File: config.mk
export PLATFORM = sky130hd
export DESIGN_NAME = exc_ctrl_seq
export DESIGN_NICKNAME = d
export VERILOG_FILES = /design/src/rtl/exc_ctrl_seq.sv
export SDC_FILE = /design/constraint.sdc
export NUM_CORES = 1
export LEC_CHECK = 0
export BUFFER_PORTS_ARGS = -buffer_cell sky130_fd_sc_hd__buf_4
export CORE_ASPECT_RATIO = 2
export CORE_MARGIN = 2
export CORE_UTILIZATION = 49
export DETAILED_ROUTE_END_ITERATION = 16
export MAX_ROUTING_LAYER = met4
export PLACE_DENSITY = 0.86
export SKIP_LAST_GASP = 1
export SYNTH_ARGS = -nofsm -noshare
export SYNTH_HDL_FRONTEND = slang
export SYNTH_SLANG_ARGS = --single-unit
File: constraint.sdc
create_clock -name clk -period 4.3 [get_ports clk]
set_clock_uncertainty 0.05 [all_clocks]
set_input_delay 0.86 -clock clk [delete_from_list [all_inputs] [get_ports clk]]
set_output_delay 0.86 -clock clk [all_outputs]
set_load 0.005 [all_outputs]
File: src/rtl/exc_ctrl_seq.sv
// exc_ctrl_seq: commit-stage exception/interrupt controller for the MIPS pipeline.
// An instruction at commit is checked for exception causes and eligible interrupts,
// and the highest-priority one is picked. A trigger runs the flush/redirect sequence:
//   IDLE -> FLUSH (FLUSH_CYCLES cycles) -> REDIRECT (1 cycle) -> IDLE.
// CP0 update strobes pulse in the first FLUSH cycle. The redirect strobe fires in the
// REDIRECT cycle. ERET takes the same path and returns to the EPC captured at the trigger.
// Ports:
//   clk, rst_n                   clock, synchronous active-low reset
//   commit_valid + cause flags   committing instruction and its exception causes
//   pc, mem_vaddr, in_delayslot  context captured on a trigger
//   irq, irq_mask                interrupt lines and Status.IM
//   status_*, ebase, epc_in,
//   cause_iv, boot_vec           CP0 state used for eligibility and the vector
//   busy, flush                  pipeline stall / clear
//   redirect_valid, redirect_pc  one-cycle PC redirect
//   cp0_* / exp_*                CP0 update strobes and captured values
//   irq_pending, exc_count       masked interrupt view, count of exceptions taken
module exc_ctrl_seq #(
   parameter int          NUM_IRQ      = 8,
   parameter int          FLUSH_CYCLES = 2,
   parameter logic [31:0] BOOT_BASE    = 32'hBFC00200,
   parameter int          CNT_W        = 16
) (
   input  logic               clk,
   input  logic               rst_n,
   input  logic               commit_valid,
   input  logic               invalid_inst,
   input  logic               syscall,
   input  logic               break_inst,
   input  logic               eret,
   input  logic               overflow,
   input  logic               iaddr_err,
   input  logic               daddr_err,
   input  logic               daddr_we,
   input  logic [31:0]        pc,
   input  logic [31:0]        mem_vaddr,
   input  logic               in_delayslot,
   input  logic [NUM_IRQ-1:0] irq,
   input  logic [NUM_IRQ-1:0] irq_mask,
   input  logic               status_ie,
   input  logic               status_exl,
   input  logic               status_erl,
   input  logic [19:0]        ebase,
   input  logic [31:0]        epc_in,
   input  logic               cause_iv,
   input  logic               boot_vec,
   output logic               busy,
   output logic               flush,
   output logic               redirect_valid,
   output logic [31:0]        redirect_pc,
   output logic               cp0_wr_exp,
   output logic               exp_epc_we,
   output logic               cp0_clean_exl,
   output logic [4:0]         exp_code,
   output logic [31:0]        exp_epc,
   output logic               exp_bd,
   output logic [31:0]        exp_badvaddr,
   output logic               cp0_badv_we,
   output logic [NUM_IRQ-1:0] irq_pending,
   output logic [CNT_W-1:0]   exc_count
);

   typedef enum logic [1:0] {IDLE, FLUSH, REDIRECT} state_t;

   localparam logic [3:0] FC = 4'(FLUSH_CYCLES);

   state_t      state;
   logic [3:0]  fcnt;
   logic [31:0] target_q;   // handler vector or ERET return address

   // cause decode (fixed MIPS priority)
   logic        int_ok, is_eret, is_badv, trig;
   logic [4:0]  code;
   logic [31:0] badv, base, target;

   // Interrupts are taken from the registered, masked lines, so an irq edge is
   // visible one cycle later. An invalid instruction blocks interrupt entry.
   assign int_ok = status_ie & ~status_exl & ~status_erl & (|irq_pending) & ~invalid_inst;

   always_comb begin
      code    = 5'h00;
      is_eret = 1'b0;
      is_badv = 1'b0;
      badv    = pc;
      if (int_ok) begin
         code = 5'h00;
      end else if (iaddr_err) begin
         code    = 5'h04;
         is_badv = 1'b1;
      end else if (invalid_inst) begin
         code = 5'h0A;
      end else if (overflow) begin
         code = 5'h0C;
      end else if (syscall) begin
         code = 5'h08;
      end else if (break_inst) begin
         code = 5'h09;
      end else if (daddr_err) begin
         code    = daddr_we ? 5'h05 : 5'h04;
         is_badv = 1'b1;
         badv    = mem_vaddr;
      end else if (eret) begin
         is_eret = 1'b1;
      end
   end

   assign trig = (state == IDLE) & commit_valid &
                 (int_ok | iaddr_err | invalid_inst | overflow | syscall |
                  break_inst | daddr_err | eret);

   assign base   = boot_vec ? BOOT_BASE : {ebase, 12'h000};
   assign target = is_eret              ? epc_in :
                   (int_ok && cause_iv) ? base + 32'h200 :
                                          base + 32'h180;

   always_ff @(posedge clk) begin
      if (!rst_n) begin
         state          <= IDLE;
         fcnt           <= '0;
         target_q       <= '0;
         busy           <= 1'b0;
         flush          <= 1'b0;
         redirect_valid <= 1'b0;
         redirect_pc    <= '0;
         cp0_wr_exp     <= 1'b0;
         exp_epc_we     <= 1'b0;
         cp0_clean_exl  <= 1'b0;
         cp0_badv_we    <= 1'b0;
         exp_code       <= '0;
         exp_epc        <= '0;
         exp_bd         <= 1'b0;
         exp_badvaddr   <= '0;
         irq_pending    <= '0;
         exc_count      <= '0;
      end else begin
         irq_pending    <= irq & irq_mask;
         // strobes are single-cycle by default
         cp0_wr_exp     <= 1'b0;
         exp_epc_we     <= 1'b0;
         cp0_clean_exl  <= 1'b0;
         cp0_badv_we    <= 1'b0;
         redirect_valid <= 1'b0;

         case (state)
            IDLE: begin
               if (trig) begin
                  state    <= FLUSH;
                  fcnt     <= 4'd1;
                  busy     <= 1'b1;
                  flush    <= 1'b1;
                  target_q <= target;
                  exp_code <= code;
                  exp_epc  <= in_delayslot ? pc - 32'd4 : pc;
                  exp_bd   <= in_delayslot;
                  if (is_eret) begin
                     cp0_clean_exl <= 1'b1;
                  end else begin
                     cp0_wr_exp <= 1'b1;
                     // nested exception keeps the original EPC
                     exp_epc_we <= ~status_exl;
                     if (is_badv) begin
                        cp0_badv_we  <= 1'b1;
                        exp_badvaddr <= badv;
                     end
                     if (exc_count != '1)
                        exc_count <= exc_count + 1'b1;
                  end
               end
            end
            FLUSH: begin
               if (fcnt == FC) begin
                  state          <= REDIRECT;
                  flush          <= 1'b0;
                  redirect_valid <= 1'b1;
                  redirect_pc    <= target_q;
               end else begin
                  fcnt <= fcnt + 4'd1;
               end
            end
            REDIRECT: begin
               state <= IDLE;
               busy  <= 1'b0;
            end
            default: begin
               state <= IDLE;
               busy  <= 1'b0;
               flush <= 1'b0;
            end
         endcase
      end
   end

endmodule

==> impl_metrics.tcl, run 1 <==
set metrics [dict create \
    yosys.area.top_type "sky130_fd_sc_hd__dfxtp_1" \
    path_delay_family "simple AND/OR/NAND/NOR gates" \
    path_clk_slew_ns 0.06 \
    global_route.overflow_total 0 \
    synthesis.nets 1000 \
    ys_async_sr_fraction_pct 0 \
    number_of_diodes_added_for_antenna_fixing 0 \
    grt_pass1_wl_um 35800 \
    die_area_um2 15900 \
    report.power.total_mw 3.83 \
    grt_setup_unrepaired "false" \
    max_clock_freq_ghz 0.350 \
    dr.first_iter.drc_count 403 \
    grt_util_all_layers_pct 28.4 \
    worst_skew_late_latency_ns 0.43 \
    ys_dominant_reg_cell "sky130_fd_sc_hd__dfxtp_1" \
    layout-area-overhead-vs-synth_pct 37.6 \
    finalHoldWorstSlack_ns 0.401 \
    postCtsResizedCells 0 \
    synthTopCellsByArea "sky130_fd_sc_hd__dfxtp_1, sky130_fd_sc_hd__nand2_1, sky130_fd_sc_hd__a21oi_1" \
    timing_worst_slew_pin_value_ns 1.24 \
    pwr_density_cell_nw_per_um2 383 \
    maxCapViolations 0 \
    static-leakage-power_nw 4.08 \
    clock-sinks 170 \
    layoutNonFillerInstCount 1299 \
    clock_buffer_count_from_cts 17 \
    nNetsFinal 1245 \
    postCtsSetupRepairBufs 0 \
    ys_seq_elements 170 \
    route.vias.total 7352 \
    ant_nets 0 \
    cpMostUsedCell "sky130_fd_sc_hd__buf_4" \
    avgSynthCellArea_um2 8.59 \
    drt_pre_antenna_iters 5 \
    routed_wirelength_um 22300 \
    setup.worst_path.start_class "input port" \
    synth-seq-area-share_pct 46.8 \
    crit_arrival_ns 3.11 \
    synth.cell_area_um2 7270 \
    finalSetupViolations 0 \
    period_share_pct 66.5 \
    outcome "finished, final reports clean" \
    number_of_h_tree_branching_levels 4 \
    antenna_found_initial 0 \
    timing.critical_path.buf_inv 2 \
    initial_utilization_pct 49.6 \
    core-area_um2 14700 \
    post-place-cells 1267 \
    worstPathCellList "buf_4, or3_4, or4_4, o31a_2, buf_4, nand2_1, o31ai_1" \
    timing.setup.tns_ns 0 \
    required_ns 4.55 \
    worst_setup_path_end_kind "register" \
    timing.slew.headroom_pct 17.3 \
    synth-warning-count 0 \
    wl_per_cell_um 17.2 \
    rrSetupSlack_ns 1.73 \
    place_congestion 0.944 \
    dp_hpwl_um 15900 \
    criticalPathCategory "in2reg" \
    max_slew_vio_count 0 \
    most_frequent_cells_after_synthesis "sky130_fd_sc_hd__dfxtp_1, sky130_fd_sc_hd__nand2_1, sky130_fd_sc_hd__a21oi_1" \
    dieHeight_um 176 \
    clock_tree_from_tritoncts "done" \
    maximum_number_of_pins_on_one_net_before_global_route_repair 73 \
    power.ir.vdd_worst_v 0.000311 \
    holdBufCountCts 0 \
    synth-edff-count 0 \
    maximum_buffer_depth_of_the_clock_tree 2 \
    yosysMostFrequentCell "sky130_fd_sc_hd__dfxtp_1" \
    hold_violations 0 \
    cp_max_fo 69 \
    die_x_um 90.1 \
    cpPeakStageDelay_ns 0.55 \
    drc 0 \
    buffer_ports.inserted 280 \
    boundaryPins 282 \
    via_count_of_the_first_global_routing_pass 7134 \
    avgViaCountPerCell 5.66 \
    synth_top_cell_area_share_pct 46.8 \
    cts.root.buffer_cell "sky130_fd_sc_hd__clkbuf_16" \
    layout-drive-gt1-share_pct 30.8 \
    post_syn_instances 846 \
    critPathSlowestCell "sky130_fd_sc_hd__or4_4" \
    timing.final.crit_period_ns 2.86 \
    placement_rows 63 \
    hold_path.class "reg2reg" \
    synth.lib_cells_used.distinct 55 \
]
cell type report:
cell class / count / area [um^2]
clock buffers: 18 / 429
clock inverters: 14 / 206
fillers: 1196 / 4660
inverters: 9 / 33.8
multi-input cells: 601 / 3500
flip-flops and latches: 170 / 3400
well taps: 195 / 244
repair buffers: 292 / 2190
flip-flops by register name, indices dropped and copies added (netlist names), 2 cells and up:
register / flops
exp_code: 4
exp_epc: 32
redirect_pc: 32
fcnt: 4
state: 2
target_q: 32
exp_badvaddr: 32
irq_pending: 8
exc_count: 16
final timing paths:
path	start	end	cells after the start
max reg2reg	fcnt[1]	redirect_pc[15]	5
min reg2reg	target_q[12]	redirect_pc[12]	2
min	target_q[12]	redirect_pc[12]	2
max	syscall	target_q[26]	7
layer usage:
metal | vias up | wire (um) | GRT usage, %
li1 | 3522 | - | -
met1 | 3452 | 8860 | 31.9
met2 | 334 | 11100 | 48.0
met3 | 44 | 1800 | 8.24
met4 | 0 | 541 | 10.4
met5 | - | 0 | -
where the power goes:
part,total (mW),internal [mW],switching [mW]
combinational,0.477,0.245,0.233
clock,1.65,0.988,0.665
sequential,1.70,1.65,0.0467
cells by family after synthesis:
logic type,Yosys count,synth area share [%]
muxes,14,1.93
DFF,170,46.8
other,1,0.0516
AOI/OAI and AO/OA,234,19.6
adders and majority gates,5,0.860
xor gates and xnor gates,28,3.37
and+or+nand+nor,319,22.1
buffers and inverters,75,5.25
through the flow:
step,utilization (%),setup slack [ns],cell area (um^2)
2_1_floorplan,-,1.60,7270
3_3_place_gp,63.9,1.08,9370
3_5_place_dp,63.9,1.03,9370
4_1_cts,68.2,1.46,10000
5_1_grt,68.2,1.36,10000
6_report,68.2,1.44,10000
cell usage in the layout (no fill, tap or decap), types with 3 or more instances in the layout:
cell                        count
sky130_fd_sc_hd__buf_4        292
sky130_fd_sc_hd__dfxtp_1      170
sky130_fd_sc_hd__nand2_1      106
sky130_fd_sc_hd__a21oi_1       78
sky130_fd_sc_hd__nor2_1        64
sky130_fd_sc_hd__o21ai_0       56
sky130_fd_sc_hd__o22ai_1       32
sky130_fd_sc_hd__nor3_1        23
sky130_fd_sc_hd__nand3_1       21
sky130_fd_sc_hd__nor4_1        21
sky130_fd_sc_hd__xnor2_1       20
sky130_fd_sc_hd__nand2b_1      19
sky130_fd_sc_hd__a22o_1        19
sky130_fd_sc_hd__o31ai_1       19
sky130_fd_sc_hd__clkbuf_16     17
sky130_fd_sc_hd__or4_1         15
sky130_fd_sc_hd__mux2i_1       14
sky130_fd_sc_hd__a211oi_1      12
sky130_fd_sc_hd__or3_1         10
sky130_fd_sc_hd__inv_1          8
sky130_fd_sc_hd__xor2_1         8
sky130_fd_sc_hd__and3_1         8
sky130_fd_sc_hd__nand4_1        6
sky130_fd_sc_hd__ha_1           5
sky130_fd_sc_hd__nor2b_1        4
sky130_fd_sc_hd__bufinv_16      4
sky130_fd_sc_hd__inv_6          4
sky130_fd_sc_hd__nor4b_1        3
sky130_fd_sc_hd__and2_1         3
sky130_fd_sc_hd__o211ai_1       3
sky130_fd_sc_hd__o21ai_1        3
worst reg2reg max path, cell delays in order, from the launching register on:
cell and delay (ns):
sky130_fd_sc_hd__dfxtp_1 0.39, sky130_fd_sc_hd__ha_1 0.17, sky130_fd_sc_hd__nor3b_1 0.50, sky130_fd_sc_hd__and2_1 1.05, sky130_fd_sc_hd__nand2_1 0.19, sky130_fd_sc_hd__a21oi_1 0.17
Note: power is estimated with default switching activity, not from simulation.
==> inputs of run 2 (changes only) <==
--- a/config.mk
+++ b/config.mk
@@ -8,10 +8,10 @@
 export BUFFER_PORTS_ARGS = -buffer_cell sky130_fd_sc_hd__buf_4
 export CORE_ASPECT_RATIO = 2
 export CORE_MARGIN = 2
-export CORE_UTILIZATION = 49
+export CORE_UTILIZATION = 44
 export DETAILED_ROUTE_END_ITERATION = 16
 export MAX_ROUTING_LAYER = met4
-export PLACE_DENSITY = 0.86
+export PLACE_DENSITY = 0.82
 export SKIP_LAST_GASP = 1
 export SYNTH_ARGS = -nofsm -noshare
 export SYNTH_HDL_FRONTEND = slang
==> constraint.sdc (replaced) <==
create_clock -name clk -period 2.4 [get_ports clk]
set_clock_uncertainty 0.05 [all_clocks]
set_input_delay 0.48 -clock clk [delete_from_list [all_inputs] [get_ports clk]]
set_output_delay 0.48 -clock clk [all_outputs]
set_load 0.005 [all_outputs]
==> impl_metrics.tcl, run 2 (synthesis results as in run 1) <==
set metrics [dict create \
    drt_pre_antenna_iters 4 \
    hold_start "status_exl" \
    dieHeight_um 186 \
    nNetsFinal 1292 \
    avgViaCountPerCell 5.56 \
    grt_setup_unrepaired "true" \
    die_area_um2 17600 \
    timing.final.crit_period_ns 2.38 \
    number_of_diodes_added_for_antenna_fixing 0 \
    placement_rows 66 \
    die_x_um 94.9 \
    worst_skew_late_latency_ns 0.42 \
    global_route.overflow_total 0 \
    rrSetupSlack_ns 0.06 \
    place_congestion 0.906 \
    outcome "finished, final reports clean" \
    maxCapViolations 0 \
    route.vias.total 7530 \
    timing.slew.headroom_pct 55.3 \
    routed_wirelength_um 25100 \
    pwr_density_cell_nw_per_um2 624 \
    clock-sinks 170 \
    max_slew_vio_count 0 \
    crit_arrival_ns 2.68 \
    period_share_pct 99.1 \
    wl_per_cell_um 18.5 \
    cpMostUsedCell "sky130_fd_sc_hd__buf_4" \
    initial_utilization_pct 44.9 \
    boundaryPins 282 \
    cts.root.buffer_cell "sky130_fd_sc_hd__clkbuf_16" \
    worst_setup_path_end_kind "register" \
    ant_nets 0 \
    hold_violations 0 \
    setup.worst_path.start_class "input port" \
    dp_hpwl_um 17900 \
    worstPathCellList "buf_4, buf_4, nor4b_1, buf_4, o21a_1, buf_4, o21ai_1, buf_12, or4_1, a21oi_1" \
    clock_buffer_count_from_cts 17 \
    max_clock_freq_ghz 0.420 \
    grt_util_all_layers_pct 27.8 \
    dr.first_iter.drc_count 408 \
    finalSetupViolations 0 \
    finalHoldWorstSlack_ns 0.176 \
    antenna_found_initial 0 \
    report.power.total_mw 6.63 \
    layout_commonest_cell "sky130_fd_sc_hd__buf_4" \
    number_of_h_tree_branching_levels 4 \
    via_count_of_the_first_global_routing_pass 7274 \
    grt_pass1_wl_um 36600 \
    timing_worst_slew_pin_value_ns 0.670 \
    timing.critical_path.buf_inv 5 \
    static-leakage-power_nw 4.37 \
    power.ir.vdd_worst_v 0.000460 \
    cp_max_fo 27 \
    clock_tree_from_tritoncts "done" \
    buffer_ports.inserted 280 \
    layout-drive-gt1-share_pct 35.4 \
    required_ns 2.70 \
    core-area_um2 16200 \
    critPathSlowestCell "sky130_fd_sc_hd__nor4b_1" \
    timing.setup.tns_ns 0 \
    maximum_number_of_pins_on_one_net_before_global_route_repair 43 \
    worst_setup_path_startpoint "invalid_inst" \
    layout-area-overhead-vs-synth_pct 46.1 \
    cpPeakStageDelay_ns 0.54 \
    drc 0 \
    criticalPathCategory "in2reg" \
    layout.cells.most_common_list "sky130_fd_sc_hd__buf_4, sky130_fd_sc_hd__dfxtp_1, sky130_fd_sc_hd__nand2_1" \
    path_clk_slew_ns 0.06 \
    maximum_buffer_depth_of_the_clock_tree 2 \
    worstReg2RegStart "irq_pending[1]" \
    path_delay_family "simple AND/OR/NAND/NOR gates" \
    hold_path.class "in2reg" \
]
run 2: repair_timing:
item,in CTS,in global routing
hold buffers,0,0
resized for setup,6,18
setup buffers,0,1
setup endpoints to repair,33,49
pin swaps,1,3
gates cloned,1,3
run 2: final timing paths:
kind,to,depth (start not counted)
max,exc_count[7],10
min,exp_epc_we,2
max reg2reg,exp_badvaddr[28],8
min reg2reg,redirect_pc[9],2
run 2: where the power goes:
group / leakage [nW] / internal [mW] / switching, mW
sequential: 1.39 / 2.96 / 0.0801
clock: 0.263 / 1.43 / 1.17
combinational: 2.72 / 0.515 / 0.468
total: 4.37 / 4.91 / 1.72
run 2: per-layer routing:
metal	share of wire, %	GRT usage [%]	routed length (um)	up-vias
met3	6.7	5.26	1680	59
met1	35	27.4	8700	3518
li1	-	-	-	3604
met5	0	-	0	-
met4	4.3	15.2	1090	0
met2	54	50.2	13600	349
run 2: worst reg2reg max path, delay by kind of cell, from the launching register on:
family	cells	cell delay [ns]
AOI/OAI and AO/OA	2	0.36
buffers and inverters	3	0.51
DFF	1	0.32
and+or+nand+nor	3	0.99
run 2: layout make-up:
class,instances,area (um^2)
fillers,1371,5560
multi-input cells,602,3660
flip-flops and latches,170,3400
repair buffers,338,2720
clock buffers,18,429
well taps,204,255
clock inverters,14,124
inverters,9,33.8
run 2: per-stage QoR:
| stage | area [um^2] | util, % | setup WS [ns] | instances |
|---|---|---|---|---|
| 2_1_floorplan | 7270 | - | 0.0849 | 846 |
| 3_3_place_gp | 9850 | 60.9 | -0.203 | 1318 |
| 4_1_cts | 10500 | 64.6 | 0.00482 | 1351 |
| 6_report | 10600 | 65.6 | 0.0217 | 1355 |
| 3_5_place_dp | 9850 | 60.9 | -0.273 | 1318 |
| 5_1_grt | 10600 | 65.6 | -0.00635 | 1355 |
==> inputs of run 3 (changes only) <==
--- a/config.mk
+++ b/config.mk
@@ -7,11 +7,13 @@
 export LEC_CHECK = 0
 export BUFFER_PORTS_ARGS = -buffer_cell sky130_fd_sc_hd__buf_4
 export CORE_ASPECT_RATIO = 2
-export CORE_MARGIN = 2
+export CORE_MARGIN = 1.5
 export CORE_UTILIZATION = 44
 export DETAILED_ROUTE_END_ITERATION = 16
+export GPL_TIMING_DRIVEN = 0
 export MAX_ROUTING_LAYER = met4
 export PLACE_DENSITY = 0.82
+export SETUP_SLACK_MARGIN = 0.05
 export SKIP_LAST_GASP = 1
 export SYNTH_ARGS = -nofsm -noshare
 export SYNTH_HDL_FRONTEND = slang
==> impl_metrics.tcl, run 3 (synthesis results as in run 1) <==
set metrics [dict create \
    required_ns 2.62 \
    clock_tree_from_tritoncts "done" \
    finalSetupViolations 0 \
    number_of_h_tree_branching_levels 4 \
    hold_violations 0 \
    via_count_of_the_first_global_routing_pass 7533 \
    critPathSlowestCell "sky130_fd_sc_hd__clkbuf_1" \
    die_x_um 93.9 \
    clock-sinks 170 \
    max_slew_vio_count 0 \
    rrSetupSlack_ns 0.08 \
    finalInstanceArea_um2 10400 \
    nNetsFinal 1296 \
    layout-drive-gt1-share_pct 32.2 \
    setup.worst_path.start_class "input port" \
    dp_hpwl_um 20100 \
    routed_wirelength_um 26000 \
    cpMostUsedCell "sky130_fd_sc_hd__clkbuf_1" \
    hold_path.class "in2reg" \
    timing_worst_slew_pin_value_ns 0.834 \
    worstReg2RegStart "irq_pending[4]" \
    dieHeight_um 185 \
    pre_cts_slack_ns -0.470 \
    post-place-cells 1326 \
    core-area_um2 16200 \
    static-leakage-power_nw 4.23 \
    buffer_ports.inserted 276 \
    cp_max_fo 10 \
    crit_arrival_ns 2.57 \
    worstPathCellList "clkbuf_1, inv_1, clkbuf_1, buf_1, a21oi_1" \
    grt_setup_unrepaired "true" \
    maximum_buffer_depth_of_the_clock_tree 2 \
    worst_skew_late_latency_ns 0.43 \
    clock_buffer_count_from_cts 17 \
    drc 0 \
    report.power.total_mw 6.88 \
    post_dp_cell_area_um2 9600 \
    layout.cells.most_common_list "sky130_fd_sc_hd__buf_4, sky130_fd_sc_hd__dfxtp_1, sky130_fd_sc_hd__nand2_1" \
    place_congestion 0.961 \
    fillCellCount 1415 \
    worst_r2r_path_depth 7 \
    path_clk_slew_ns 0.07 \
    max_clock_freq_ghz 0.426 \
    power.ir.vdd_worst_v 0.000472 \
    outcome "finished, final reports clean" \
    hold_start "status_exl" \
    initial_utilization_pct 44.9 \
    layout_commonest_cell "sky130_fd_sc_hd__buf_4" \
    period_share_pct 97.7 \
    placement_rows 66 \
    number_of_diodes_added_for_antenna_fixing 0 \
    min_path_cells 2 \
    worst_setup_path_end_kind "register" \
    timing.final.crit_period_ns 2.35 \
    r2r-end "exp_epc[24]" \
    dr.first_iter.drc_count 326 \
    wl_per_cell_um 19.2 \
    drt_pre_antenna_iters 5 \
    post-route-util_pct 64.3 \
    timing.setup.tns_ns 0 \
    layoutNonFillerInstCount 1359 \
    pwr_density_cell_nw_per_um2 661 \
    criticalPathCategory "in2reg" \
    boundaryPins 282 \
    cts.root.buffer_cell "sky130_fd_sc_hd__clkbuf_16" \
    maximum_number_of_pins_on_one_net_before_global_route_repair 17 \
    global_route.overflow_total 0 \
    setup_ws_ns 0.0544 \
    grt_util_all_layers_pct 30.5 \
    finalHoldWorstSlack_ns 0.179 \
    grt_pass1_wl_um 38900 \
    die_area_um2 17400 \
    timing.hold.worst_endpoint "exp_epc_we" \
    cpPeakStageDelay_ns 0.65 \
    maxCapViolations 0 \
    ant_nets 0 \
    route.vias.total 7697 \
    layout-area-overhead-vs-synth_pct 43.2 \
    antenna_found_initial 0 \
    timing.slew.headroom_pct 44.4 \
    avgViaCountPerCell 5.66 \
]
[run 3: cell types whose count changed in the layout (fill, tap and decap cells not counted), sizes merged]
cell | previous run | this run
clkbuf | 20 | 61
buf | 336 | 303
clkinv | 6 | 4
bufinv | 1 | 2
clkinvlp | 4 | 3
inv | 12 | 11
o31ai | 21 | 20
[run 3: where the power goes]
| part | leakage [nW] | internal, mW | switching [mW] |
|---|---|---|---|
| Clock | 0.292 | 1.66 | 1.21 |
| Combinational | 2.55 | 0.479 | 0.483 |
| Sequential | 1.39 | 2.96 | 0.0815 |
| Total | 4.23 | 5.10 | 1.77 |
[run 3: timing repair]
item	in CTS	in global routing
hold buffers	0	0
pin swaps	1	1
cloned	0	0
setup endpoints to repair	56	75
endpoints found under the hold margin	0	0
setup buffers	1	1
resized for setup	16	35
[run 3: critical path, delay by kind of cell]
family	cells	cell delay, ns
AO/OA/AOI/OAI	1	0.08
buffers and inverters	4	1.99
[run 3: cell type report]
cell class / instances / area, um^2 / area share [%]
Clock inverter: 11 / 135 / 1.30
Tap cell: 204 / 255 / 2.45
Inverter: 9 / 33.8 / 0.325
Sequential cell: 170 / 3400 / 32.7
Buffer: 65 / 387 / 3.71
Clock buffer: 21 / 480 / 4.62
Timing Repair Buffer: 278 / 2110 / 20.3
Multi-Input combinational cell: 601 / 3600 / 34.6
[run 3: metal layers]
metal | vias up | global-route usage, % | part of all wire, %
li1 | 3615 | - | -
met1 | 3611 | 29.3 | 34
met2 | 385 | 57.4 | 55
met3 | 86 | 4.64 | 6.4
met4 | 0 | 15.2 | 4.3
met5 | - | - | 0
[run 3: worst max path at each step]
stage                              start                to  slack, ns  cells after the start
after floorplan                  syscall       exp_epc[20]       0.08                      8
after global placement      commit_valid  exp_badvaddr[26]      -0.42                      7
after detailed placement    commit_valid  exp_badvaddr[22]      -0.47                      7
after CTS                 irq_pending[4]  exp_badvaddr[22]       0.01                      7
after global routing      irq_pending[4]      target_q[28]      -0.03                      7
final                              rst_n        exp_epc[1]       0.05                      5
